`config.mk`:
```
export PLATFORM = sky130hd
export DESIGN_NAME = cntr12_mon
export DESIGN_NICKNAME = d
export VERILOG_FILES = /design/src/rtl/cntr12_pkg.sv /design/src/rtl/cntr12_mon_sat_cntr.sv /design/src/rtl/cntr12_mon.sv
export SDC_FILE = /design/constraint.sdc
export NUM_CORES = 1
export LEC_CHECK = 0
export CORE_MARGIN = 2
export CORE_UTILIZATION = 51
export CTS_BUF_LIST = sky130_fd_sc_hd__clkbuf_16
export DETAILED_ROUTE_END_ITERATION = 12
export MAX_ROUTING_LAYER = met4
export PLACE_DENSITY = 0.85
export SYNTH_ARGS = -nofsm -noshare
export SYNTH_HDL_FRONTEND = slang
export SYNTH_HIERARCHICAL = 1
export SYNTH_SLANG_ARGS = --single-unit
```
`constraint.sdc`:
```
create_clock -name clk -period 3.1 [get_ports clk]
set_input_delay 0.31 -clock clk [delete_from_list [all_inputs] [get_ports clk]]
set_output_delay 0.31 -clock clk [all_outputs]
set_load 0.005 [all_outputs]
```
`src/rtl/cntr12_pkg.sv`:
```
// Shared definitions for the mod-12 counter subsystem: modulus, width,
// monitor state encoding and the wrap rule used by RTL and benches.
package cntr12_pkg;

  localparam int CNTR12_MOD = 12;
  localparam int CNTR12_W   = 4;

  // ACQ: no reference sample yet; TRACK: counting correct increments
  // towards lock; LOCKED: following a confirmed sequence.
  typedef enum logic [1:0] {
    ACQ    = 2'd0,
    TRACK  = 2'd1,
    LOCKED = 2'd2
  } mon_state_t;

  // Successor of p in the 0..CNTR12_MOD-1 sequence; never exceeds MOD-1.
  function automatic logic [CNTR12_W-1:0] next_count(input logic [CNTR12_W-1:0] p);
    return (p == CNTR12_W'(CNTR12_MOD - 1)) ? '0 : p + CNTR12_W'(1);
  endfunction

endpackage

```
`src/rtl/cntr12_mon_sat_cntr.sv`:
```
// Saturating up-counter: increments on inc, sticks at all-ones, clears on
// clr or reset.
module sat_cntr #(
  parameter int WIDTH = 8
) (
  input  logic             clk,
  input  logic             reset,
  input  logic             inc,
  input  logic             clr,
  output logic [WIDTH-1:0] cnt
);

  logic [WIDTH-1:0] cnt_q;
  logic [WIDTH-1:0] cnt_d;

  // Next count: clear wins, then increment unless already saturated.
  always_comb begin
    cnt_d = cnt_q;
    if (clr) begin
      cnt_d = '0;
    end else if (inc && (cnt_q != '1)) begin
      cnt_d = cnt_q + WIDTH'(1);
    end
  end

  // Count register with synchronous reset.
  // NOTE: non-blocking (<=) in clocked blocks so every register samples
  // pre-edge values; blocking here would create order-dependent races.
  always_ff @(posedge clk) begin
    if (reset) begin
      cnt_q <= '0;
    end else begin
      cnt_q <= cnt_d;
    end
  end

  assign cnt = cnt_q;

endmodule

```
`src/rtl/cntr12_mon.sv`:
```
// Sequence monitor for the mod-12 counter bus. Acquires lock on the
// 0..MODULUS-1 wrap sequence, pulses seq_err / range_err on violations and
// keeps a saturating error total plus a free-running wrap count.
// All outputs are registered: a sample's effect is visible one cycle later.
module cntr12_mon
  import cntr12_pkg::*;
#(
  parameter int MODULUS = CNTR12_MOD,
  parameter int W       = CNTR12_W,
  parameter int LOCK_N  = 3,
  parameter int CW      = 8
) (
  input  logic          clk,
  input  logic          reset,
  input  logic          en,
  input  logic [W-1:0]  q_in,
  output logic          locked,
  output logic          seq_err,
  output logic          range_err,
  output logic [W-1:0]  exp_q,
  output logic [CW-1:0] err_count,
  output logic [CW-1:0] wrap_count
);

  // Good-increment counter only needs to reach LOCK_N.
  localparam int            GW       = $clog2(LOCK_N + 1);
  localparam logic [W-1:0]  MAX_V    = W'(MODULUS - 1);
  localparam logic [GW:0]   LOCK_TGT = (GW + 1)'(LOCK_N);

  // Wrap rule at this instance's modulus and width.
  function automatic logic [W-1:0] nxt(input logic [W-1:0] p);
    return (p == MAX_V) ? '0 : p + W'(1);
  endfunction

  mon_state_t    state_q,     state_d;
  logic [W-1:0]  prev_q,      prev_d;
  logic [GW-1:0] good_q,      good_d;
  logic          locked_q,    locked_d;
  logic          seq_err_q,   seq_err_d;
  logic          range_err_q, range_err_d;
  logic [W-1:0]  exp_val_q,   exp_val_d;
  logic [CW-1:0] wrap_q,      wrap_d;
  logic          err_inc;

  logic          legal;
  logic          match;
  logic          wrap_hit;
  logic [GW:0]   good_inc;

  assign legal    = (q_in <= MAX_V);
  assign match    = (q_in == nxt(prev_q));
  assign wrap_hit = (prev_q == MAX_V) && (q_in == '0);
  assign good_inc = {1'b0, good_q} + (GW + 1)'(1);

  // Next-state and output decode for one sample; range check has priority.
  // NOTE: every signal gets a default before any branch so no path leaves
  // a value unassigned, which would otherwise infer a latch.
  always_comb begin
    state_d     = state_q;
    prev_d      = prev_q;
    good_d      = good_q;
    locked_d    = locked_q;
    seq_err_d   = 1'b0;
    range_err_d = 1'b0;
    wrap_d      = wrap_q;
    err_inc     = 1'b0;

    if (en) begin
      if (!legal) begin
        // Out-of-range value: drop back to acquisition, keep reference.
        range_err_d = 1'b1;
        err_inc     = 1'b1;
        state_d     = ACQ;
        good_d      = '0;
        locked_d    = 1'b0;
      end else begin
        // Any legal sample becomes the new reference.
        prev_d = q_in;
        if ((state_q != ACQ) && wrap_hit) begin
          wrap_d = wrap_q + CW'(1);
        end
        unique case (state_q)
          ACQ: begin
            good_d   = '0;
            locked_d = 1'b0;
            state_d  = TRACK;
          end
          TRACK: begin
            if (match) begin
              good_d = good_inc[GW-1:0];
              if (good_inc == LOCK_TGT) begin
                state_d  = LOCKED;
                locked_d = 1'b1;
              end
            end else begin
              // Still acquiring: restart the run quietly.
              good_d = '0;
            end
          end
          LOCKED: begin
            if (!match) begin
              seq_err_d = 1'b1;
              err_inc   = 1'b1;
              locked_d  = 1'b0;
              good_d    = '0;
              state_d   = TRACK;
            end
          end
          default: begin
            state_d  = ACQ;
            good_d   = '0;
            locked_d = 1'b0;
          end
        endcase
      end
    end
  end

  // Expected value tracks the reference, so it holds whenever prev holds.
  assign exp_val_d = nxt(prev_d);

  // Monitor state and registered outputs; reset overrides any sample.
  always_ff @(posedge clk) begin
    if (reset) begin
      state_q     <= ACQ;
      prev_q      <= '0;
      good_q      <= '0;
      locked_q    <= 1'b0;
      seq_err_q   <= 1'b0;
      range_err_q <= 1'b0;
      exp_val_q   <= '0;
      wrap_q      <= '0;
    end else begin
      state_q     <= state_d;
      prev_q      <= prev_d;
      good_q      <= good_d;
      locked_q    <= locked_d;
      seq_err_q   <= seq_err_d;
      range_err_q <= range_err_d;
      exp_val_q   <= en ? exp_val_d : exp_val_q;
      wrap_q      <= wrap_d;
    end
  end

  sat_cntr #(
    .WIDTH (CW)
  ) u_err_cntr (
    .clk   (clk),
    .reset (reset),
    .inc   (err_inc),
    .clr   (1'b0),
    .cnt   (err_count)
  );

  assign locked     = locked_q;
  assign seq_err    = seq_err_q;
  assign range_err  = range_err_q;
  assign exp_q      = exp_val_q;
  assign wrap_count = wrap_q;

endmodule

```
# After elaboration in Yosys (flattened, before gate mapping)
# Cells that the tools add are included.
totals:
  reg_bits: 31
  output_inout_bits: 23
  elab_cells: 61
op_classes:
  n_addsub: 5
  magnitude_cmp: 1
  n_eq_ne: 10
  muxes: 23
  bitwise_logic: 2
  n_reduce_logical: 11
op_table:
  columns: ["op", "count"]
  rows:
  - ["$add A8 B1 Y8 const B", 2]
  - ["$mux W4", 4]
  - ["$mux W2", 7]
  - ["$mux W1", 9]
  - ["$ne A3 B3 Y1 const B", 3]
  - ["$add A4 B1 Y4 const B", 2]
  - ["$eq A4 B4 Y1 const B", 2]
  - ["$ne A8 B8 Y1 const B", 1]
  - ["$pmux W2 S3", 1]
  - ["$eq A4 B4 Y1", 1]
  - ["$le A4 B4 Y1 const B", 1]
  - ["$logic_not A4 Y1", 1]
  - ["$pmux W2 S2", 1]
  - ["$reduce_and A4 Y1", 1]
  - ["$add A2 B1 Y3 const B", 1]
  - ["$eq A3 B2 Y1 const B", 1]
  - ["$logic_and A1 B1 Y1", 3]
  - ["$reduce_and A3 Y1", 1]
  - ["$reduce_or A3 Y1", 1]
  - ["$eq A2 B1 Y1 const B", 1]
  - ["$eq A2 B2 Y1 const B", 1]
  - ["$logic_not A2 Y1", 1]
  - ["$not A1 Y1", 2]
  - ["$pmux W1 S2", 1]
  - ["3 further kinds", 3]

# Longest topological paths before layout
logic_depth:
  depth_word: 8
  mapped_depth: 10
  mapped_depth_nobuf: 10

# Cells and area by module
# Netlist, hierarchy kept.
modules_own_cells:
  columns: ["mod", "n_inst", "cells_each", "area_each_um2", "seq_area_each_um2"]
  rows:
  - ["cntr12_mon", 1, 122, 1091.0, 440.4]
  - ["sat_cntr", 1, 47, 435.4, 160.2]

# Worst setup path after synthesis
# No wires, ideal clock.
synth_path:
  path_type: "register to register"
  startpoint: "register prev_q[0]"
  endpoint: "register u_err_cntr.cnt_q[5], in the netlist u_err_cntr/cnt[5]"
  setup_time_ps: 100
  arrival_time_ps: 2564
  t_required_ps: 3000
  slack_ps: 437
  stages_incl_launch_ff: 11
  n_path_buf: 0
  synth_period_minus_slack_ps: 2663
  path_cell_list: "dfxtp_1 > ha_1 > nor3b_1 > a211oi_2 > xnor2_1 > nor3_1 > or3b_2 > a21oi_1 > and4_1 > a31oi_1 > a2111oi_4"
synth_via:
  elab_chain_len: 8
  elab_cells_between_ends: 9
  classes_between: "add/sub (1); eq/ne (2); mux (5); reduce/logical (1)"
synth_rtl:
  columns: ["item", "line_no", "rtl"]
  rows:
  - ["start, declared", "cntr12_mon.sv:36", "logic [W-1:0] prev_q, prev_d;"]
  - ["start signal, assigned", "cntr12_mon.sv:135", "prev_q <= prev_d;"]
  - ["$add A4 B1 Y4 or $eq A4 B4 Y1 (tied branches)", "cntr12_mon.sv:32", "return (p == MAX_V) ? '0 : p + W'(1);"]
  - ["$mux W4 *", "cntr12_mon.sv:32", null]
  - ["$eq A4 B4 Y1 *", "cntr12_mon.sv:51", "assign match = (q_in == nxt(prev_q));"]
  - ["$mux W1 *", "cntr12_mon.sv:101", "if (!match) begin"]
  - ["$mux W1 *", null, null]
  - ["$mux W1 *", "cntr12_mon.sv:69", "if (!legal) begin"]
  - ["$mux W1 *", "cntr12_mon.sv:68", "if (en) begin"]
  - ["net err_inc", "cntr12_mon.sv:43", "logic err_inc;"]
  - ["$logic_and A1 B1 Y1 *", "cntr12_mon_sat_cntr.sv:21", "end else if (inc && (cnt_q != '1)) begin"]
  - ["end signal, assigned", "cntr12_mon_sat_cntr.sv:33", "cnt_q <= cnt_d;"]
  - ["end, declared", "cntr12_mon_sat_cntr.sv:13", "logic [WIDTH-1:0] cnt_q;"]
# The timed path passes the listed nets; every way through them passes the cells marked *.
# A chain may end at the register's enable or synchronous reset.

# Worst setup path in the final report
# Ends and elaborated chain as after synthesis.

==> impl_metrics.prom <==
# TYPE chip_impl_metric gauge
chip_impl_metric{name="totalNegativeSetupSlack",unit="ps"} 0
chip_impl_metric{name="timing.final.max_slew_violations",unit=""} 0
chip_impl_info{name="run_status",value="finished with violations"} 1
chip_impl_metric{name="detailedPlacementHpwl",unit="mm"} 2.43
chip_impl_metric{name="gate_count_after_technology_mapping",unit=""} 169
chip_impl_metric{name="clkSlewWorstSetupHoldPaths",unit="ps"} 50
chip_impl_metric{name="ys_warn_count",unit=""} 6
chip_impl_metric{name="routed_antenna_nets",unit=""} 0
chip_impl_metric{name="synth.cell_area",unit="um^2"} 1530
chip_impl_metric{name="power.internal",unit="mW"} 0.720
chip_impl_metric{name="clock_sink_count",unit=""} 30
chip_impl_info{name="synth_largest_area_cell",value="sky130_fd_sc_hd__dfxtp_1"} 1
chip_impl_metric{name="path_buf_inv",unit=""} 0
chip_impl_metric{name="antenna_found_initial",unit=""} 0
chip_impl_metric{name="multi_input_area",unit="um^2"} 900
chip_impl_info{name="min_path_type",value="reg2reg"} 1
chip_impl_metric{name="hold_depth",unit=""} 2
chip_impl_metric{name="final_min_period_over_clock_period",unit=""} 0.936
chip_impl_info{name="hold_end",value="good_q[1]"} 1
chip_impl_info{name="timing.setup.critical_path_class",value="reg2reg"} 1
chip_impl_metric{name="rrSetupSlack",unit="ps"} 200
chip_impl_metric{name="drt-initial-drc-count",unit=""} 59
chip_impl_metric{name="report.final.hold_viol_count",unit=""} 0
chip_impl_metric{name="diodes",unit=""} 0
chip_impl_info{name="cp-end-kind",value="register"} 1
chip_impl_info{name="path_delay_family",value="simple AND/OR/NAND/NOR gates"} 1
chip_impl_metric{name="number_of_maximum_capacitance_violations",unit=""} 0
chip_impl_metric{name="combinational_group_share_of_total_power",unit=""} 0.092
chip_impl_info{name="critPathSlowestCell",value="sky130_fd_sc_hd__or3b_2"} 1
chip_impl_metric{name="port_buffers",unit=""} 29
chip_impl_metric{name="drc",unit=""} 1
chip_impl_metric{name="reg2reg_depth",unit=""} 10
chip_impl_metric{name="detailroute.via_count",unit=""} 1348
chip_impl_metric{name="die_width",unit="um"} 58.7
chip_impl_metric{name="synth_top_area_share",unit=""} 0.393
chip_impl_metric{name="timing.clock.skew",unit="ps"} 7.45
chip_impl_info{name="critical_path.reg2reg.endpoint",value="u_err_cntr/cnt[5]"} 1
chip_impl_info{name="setup_repair_after_global_routing_missed_its_margin",value="false"} 1
chip_impl_metric{name="htree_num_levels",unit=""} 2
chip_impl_metric{name="grt_pass1_wl",unit="mm"} 5.62
chip_impl_metric{name="number_of_global_route_vias_before_repair",unit=""} 1294
chip_impl_metric{name="synth-seq-cells",unit=""} 30
chip_impl_metric{name="post-route-min-period",unit="ps"} 2900
chip_impl_metric{name="vias_per_cell",unit=""} 5.64
chip_impl_metric{name="global_route.usage.total",unit=""} 0.223
chip_impl_info{name="crit_chain",value="ha_1 -> nor3b_1 -> a211oi_2 -> xnor2_1 -> nor3_1 -> or3b_2 -> a21oi_2 -> and4_1 -> a31oi_1 -> a2111oi_4"} 1
chip_impl_metric{name="seq_power_share",unit=""} 0.435
chip_impl_metric{name="fillerInstances",unit=""} 226
chip_impl_metric{name="maximum_cell_stage_delay_along_the_critical_path",unit="ps"} 470
chip_impl_metric{name="sw_frac_of_total",unit=""} 0.224
chip_impl_metric{name="cp_required",unit="ps"} 3270
chip_impl_metric{name="place.gp.congestion",unit=""} 0.834
chip_impl_info{name="cp-start-kind",value="register"} 1
chip_impl_metric{name="cts-buffers-inserted",unit=""} 5
chip_impl_metric{name="asyncSetResetFlopFracSynth",unit=""} 0
chip_impl_metric{name="start_util",unit=""} 0.544
chip_impl_info{name="cts-root-buf",value="sky130_fd_sc_hd__clkbuf_16"} 1
chip_impl_metric{name="power.density",unit="nW/um^2"} 464
chip_impl_metric{name="crit_path_max_fanout",unit=""} 5
chip_impl_metric{name="fin_nets",unit=""} 220
chip_impl_metric{name="core",unit="um^2"} 2810
chip_impl_metric{name="layout.area.seq",unit="um^2"} 601
chip_impl_metric{name="boundaryPins",unit=""} 30
chip_impl_info{name="violations",value="DRC"} 1
chip_impl_metric{name="die-height",unit="um"} 58.7
chip_impl_metric{name="cts_hold_repair.buffers",unit=""} 0
chip_impl_metric{name="ir_worst_vdd",unit="uV"} 386
chip_impl_metric{name="overflow",unit=""} 0
chip_impl_metric{name="timing.final.ws_setup",unit="ps"} 200
chip_impl_metric{name="floorplan.die_area",unit="um^2"} 3450
chip_impl_metric{name="ys_types",unit=""} 45
chip_impl_metric{name="max-clock-path-buffers",unit=""} 2
chip_impl_info{name="reg2reg_from",value="prev_q[0]"} 1
chip_impl_metric{name="synth-edff-count",unit=""} 0
chip_impl_info{name="yosys_most_used_dff",value="sky130_fd_sc_hd__dfxtp_1"} 1
chip_impl_metric{name="dr.pass1.iters",unit=""} 8
chip_impl_metric{name="largest_net_degree_at_the_start_of_global_routing",unit=""} 27
chip_impl_metric{name="placement_rows",unit=""} 19
chip_impl_metric{name="switching_power_total",unit="mW"} 0.208
chip_impl_info{name="cts_tree",value="built"} 1
chip_impl_metric{name="synthesis.area_per_instance",unit="um^2"} 9.03
chip_impl_metric{name="place_ws",unit="ps"} 159
chip_impl_metric{name="finalSetupViolCount",unit=""} 0
chip_impl_metric{name="p_leak",unit="nW"} 0.775
chip_impl_metric{name="clk-insertion-delay-late",unit="ps"} 270
chip_impl_metric{name="routed_wirelength_normalized_by_instance_count",unit="um"} 14.3
chip_impl_metric{name="share_clk_of_total_power",unit=""} 0.473
chip_impl_info{name="launch_instance_of_the_worst_min_delay_path",value="good_q[1]"} 1
chip_impl_metric{name="areaGrowthSynthToFinish",unit="%"} 31.0
chip_impl_metric{name="cp_data_arrival_time",unit="ps"} 3070
chip_impl_metric{name="post_route_cells_drive_above_1_share",unit=""} 0.0625
chip_impl_metric{name="totalWireLength",unit="mm"} 3.42
chip_impl_metric{name="fmax",unit="MHz"} 345
chip_impl_metric{name="yosysSeqAreaShare",unit=""} 0.393
chip_impl_info{name="synth_area_leaders",value="sky130_fd_sc_hd__dfxtp_1 (39%), sky130_fd_sc_hd__mux2i_1 (5.9%), sky130_fd_sc_hd__nor2_1 (5.2%)"} 1
==> sequential cells by signal (all words and copies together), names as in the netlist <==
signal,flops
wrap_count,8
range_err,1
prev_q,4
exp_q,4
state_q,2
u_err_cntr/cnt,8
good_q,2
seq_err,1
==> routing by layer <==
metal / vias to the layer above / share of wire / wire (um) / global-route usage
li1: 678 / - / - / -
met1: 624 / 0.44 / 1510 / 0.242
met2: 40 / 0.50 / 1690 / 0.390
met3: 6 / 0.048 / 164 / 0.0527
met4: 0 / 0.015 / 52 / 0.0942
met5: - / 0 / 0 / -
==> metrics by stage <==
step / std cells / util / instance area (um^2) / power [mW] / hold slack (ps)
6_report: 239 / 0.713 / 2000 / 0.928 / 490
5_1_grt: 239 / 0.713 / 2000 / 0.958 / 522
4_1_cts: 239 / 0.711 / 2000 / 0.932 / 491
3_5_place_dp: 232 / 0.664 / 1860 / 0.494 / 484
3_3_place_gp: 232 / 0.664 / 1860 / 0.490 / 462
2_1_floorplan: 174 / - / 1550 / 0.461 / 385
==> kinds of logic after synthesis <==
group	count (synthesis)	share of synthesized area
AO/OA/AOI/OAI	28	0.142
XOR/XNOR	12	0.0689
adder cells (fa/ha/maj)	5	0.0410
buffers and inverters	10	0.0320
flip-flops	30	0.393
multiplexers	9	0.0590
other	1	0.00246
AND/OR/NAND/NOR	74	0.261
==> cell type report <==
cell class | instances | share of cell area
Clock inverter | 2 | 0.00375
Inverter | 6 | 0.0113
Timing Repair Buffer | 31 | 0.153
Sequential cell | 30 | 0.300
Multi-Input combinational cell | 134 | 0.450
Tap cell | 31 | 0.0194
Clock buffer | 5 | 0.0626
==> layout by cell type (no fill, tap or decap), types with 5 or more instances in the layout <==
cell type                          n
sky130_fd_sc_hd__clkdlybuf4s50_1  29
sky130_fd_sc_hd__dfxtp_1          30
sky130_fd_sc_hd__inv_1             8
sky130_fd_sc_hd__ha_1              5
sky130_fd_sc_hd__mux2i_1           9
sky130_fd_sc_hd__nor2_1           21
sky130_fd_sc_hd__a21oi_1           7
sky130_fd_sc_hd__nand2_1          12
sky130_fd_sc_hd__conb_1            6
sky130_fd_sc_hd__xor2_1            6
sky130_fd_sc_hd__nand3_1           7
sky130_fd_sc_hd__xnor2_1           6
sky130_fd_sc_hd__clkbuf_16         5
==> timing repair <==
action / CTS / global route
resized for setup: 0 / 1
setup endpoints to repair: 0 / 3
buffers inserted: 0 / 0
hold endpoints to repair: 0 / 0
==> power by group through the flow <==
| stage | clock [mW] | combinational (mW) | sequential, mW |
|---|---|---|---|
| after floorplan | 0 | 0.0515 | 0.410 |
| after global placement | 0 | 0.0799 | 0.410 |
| after detailed placement | 0 | 0.0828 | 0.411 |
| after CTS | 0.445 | 0.0838 | 0.404 |
| after global routing | 0.460 | 0.0938 | 0.405 |
| final | 0.439 | 0.0851 | 0.404 |
==> worst max-delay path by stage <==
stage	startpoint	to	slack [ps]	cells past startpoint
detailed placement	prev_q[0]	u_err_cntr/cnt[5]	160	10
global placement	q_in[3]	u_err_cntr/cnt[5]	290	8
global route	prev_q[0]	u_err_cntr/cnt[5]	20	10
CTS	prev_q[0]	u_err_cntr/cnt[5]	130	10
finish	prev_q[0]	u_err_cntr/cnt[5]	200	10
floorplan	prev_q[0]	u_err_cntr/cnt[5]	440	10
==> Yosys cell counts, types with 3 or more instances <==
library cell / n
sky130_fd_sc_hd__mux2i_1: 9
sky130_fd_sc_hd__nand4_1: 4
sky130_fd_sc_hd__ha_1: 5
sky130_fd_sc_hd__and3_1: 4
sky130_fd_sc_hd__xnor2_1: 6
sky130_fd_sc_hd__o21ai_0: 3
sky130_fd_sc_hd__a21oi_1: 8
sky130_fd_sc_hd__and4_1: 3
sky130_fd_sc_hd__nand3_1: 7
sky130_fd_sc_hd__nand2_1: 12
sky130_fd_sc_hd__inv_1: 6
sky130_fd_sc_hd__xor2_1: 6
sky130_fd_sc_hd__or3_1: 3
sky130_fd_sc_hd__nor3_1: 3
sky130_fd_sc_hd__nor2b_1: 3
sky130_fd_sc_hd__dfxtp_1: 30
sky130_fd_sc_hd__nor2_1: 21
==> worst reg2reg max path: stages (launching register included) <==
cell                        delay (ps)
sky130_fd_sc_hd__dfxtp_1           340
sky130_fd_sc_hd__ha_1              260
sky130_fd_sc_hd__nor3b_1           240
sky130_fd_sc_hd__a211oi_2           70
sky130_fd_sc_hd__xnor2_1           250
sky130_fd_sc_hd__nor3_1            150
sky130_fd_sc_hd__or3b_2            470
sky130_fd_sc_hd__a21oi_2           250
sky130_fd_sc_hd__and4_1            310
sky130_fd_sc_hd__a31oi_1           150
sky130_fd_sc_hd__a2111oi_4         320
No activity file was read; power rests on OpenSTA's default activity.
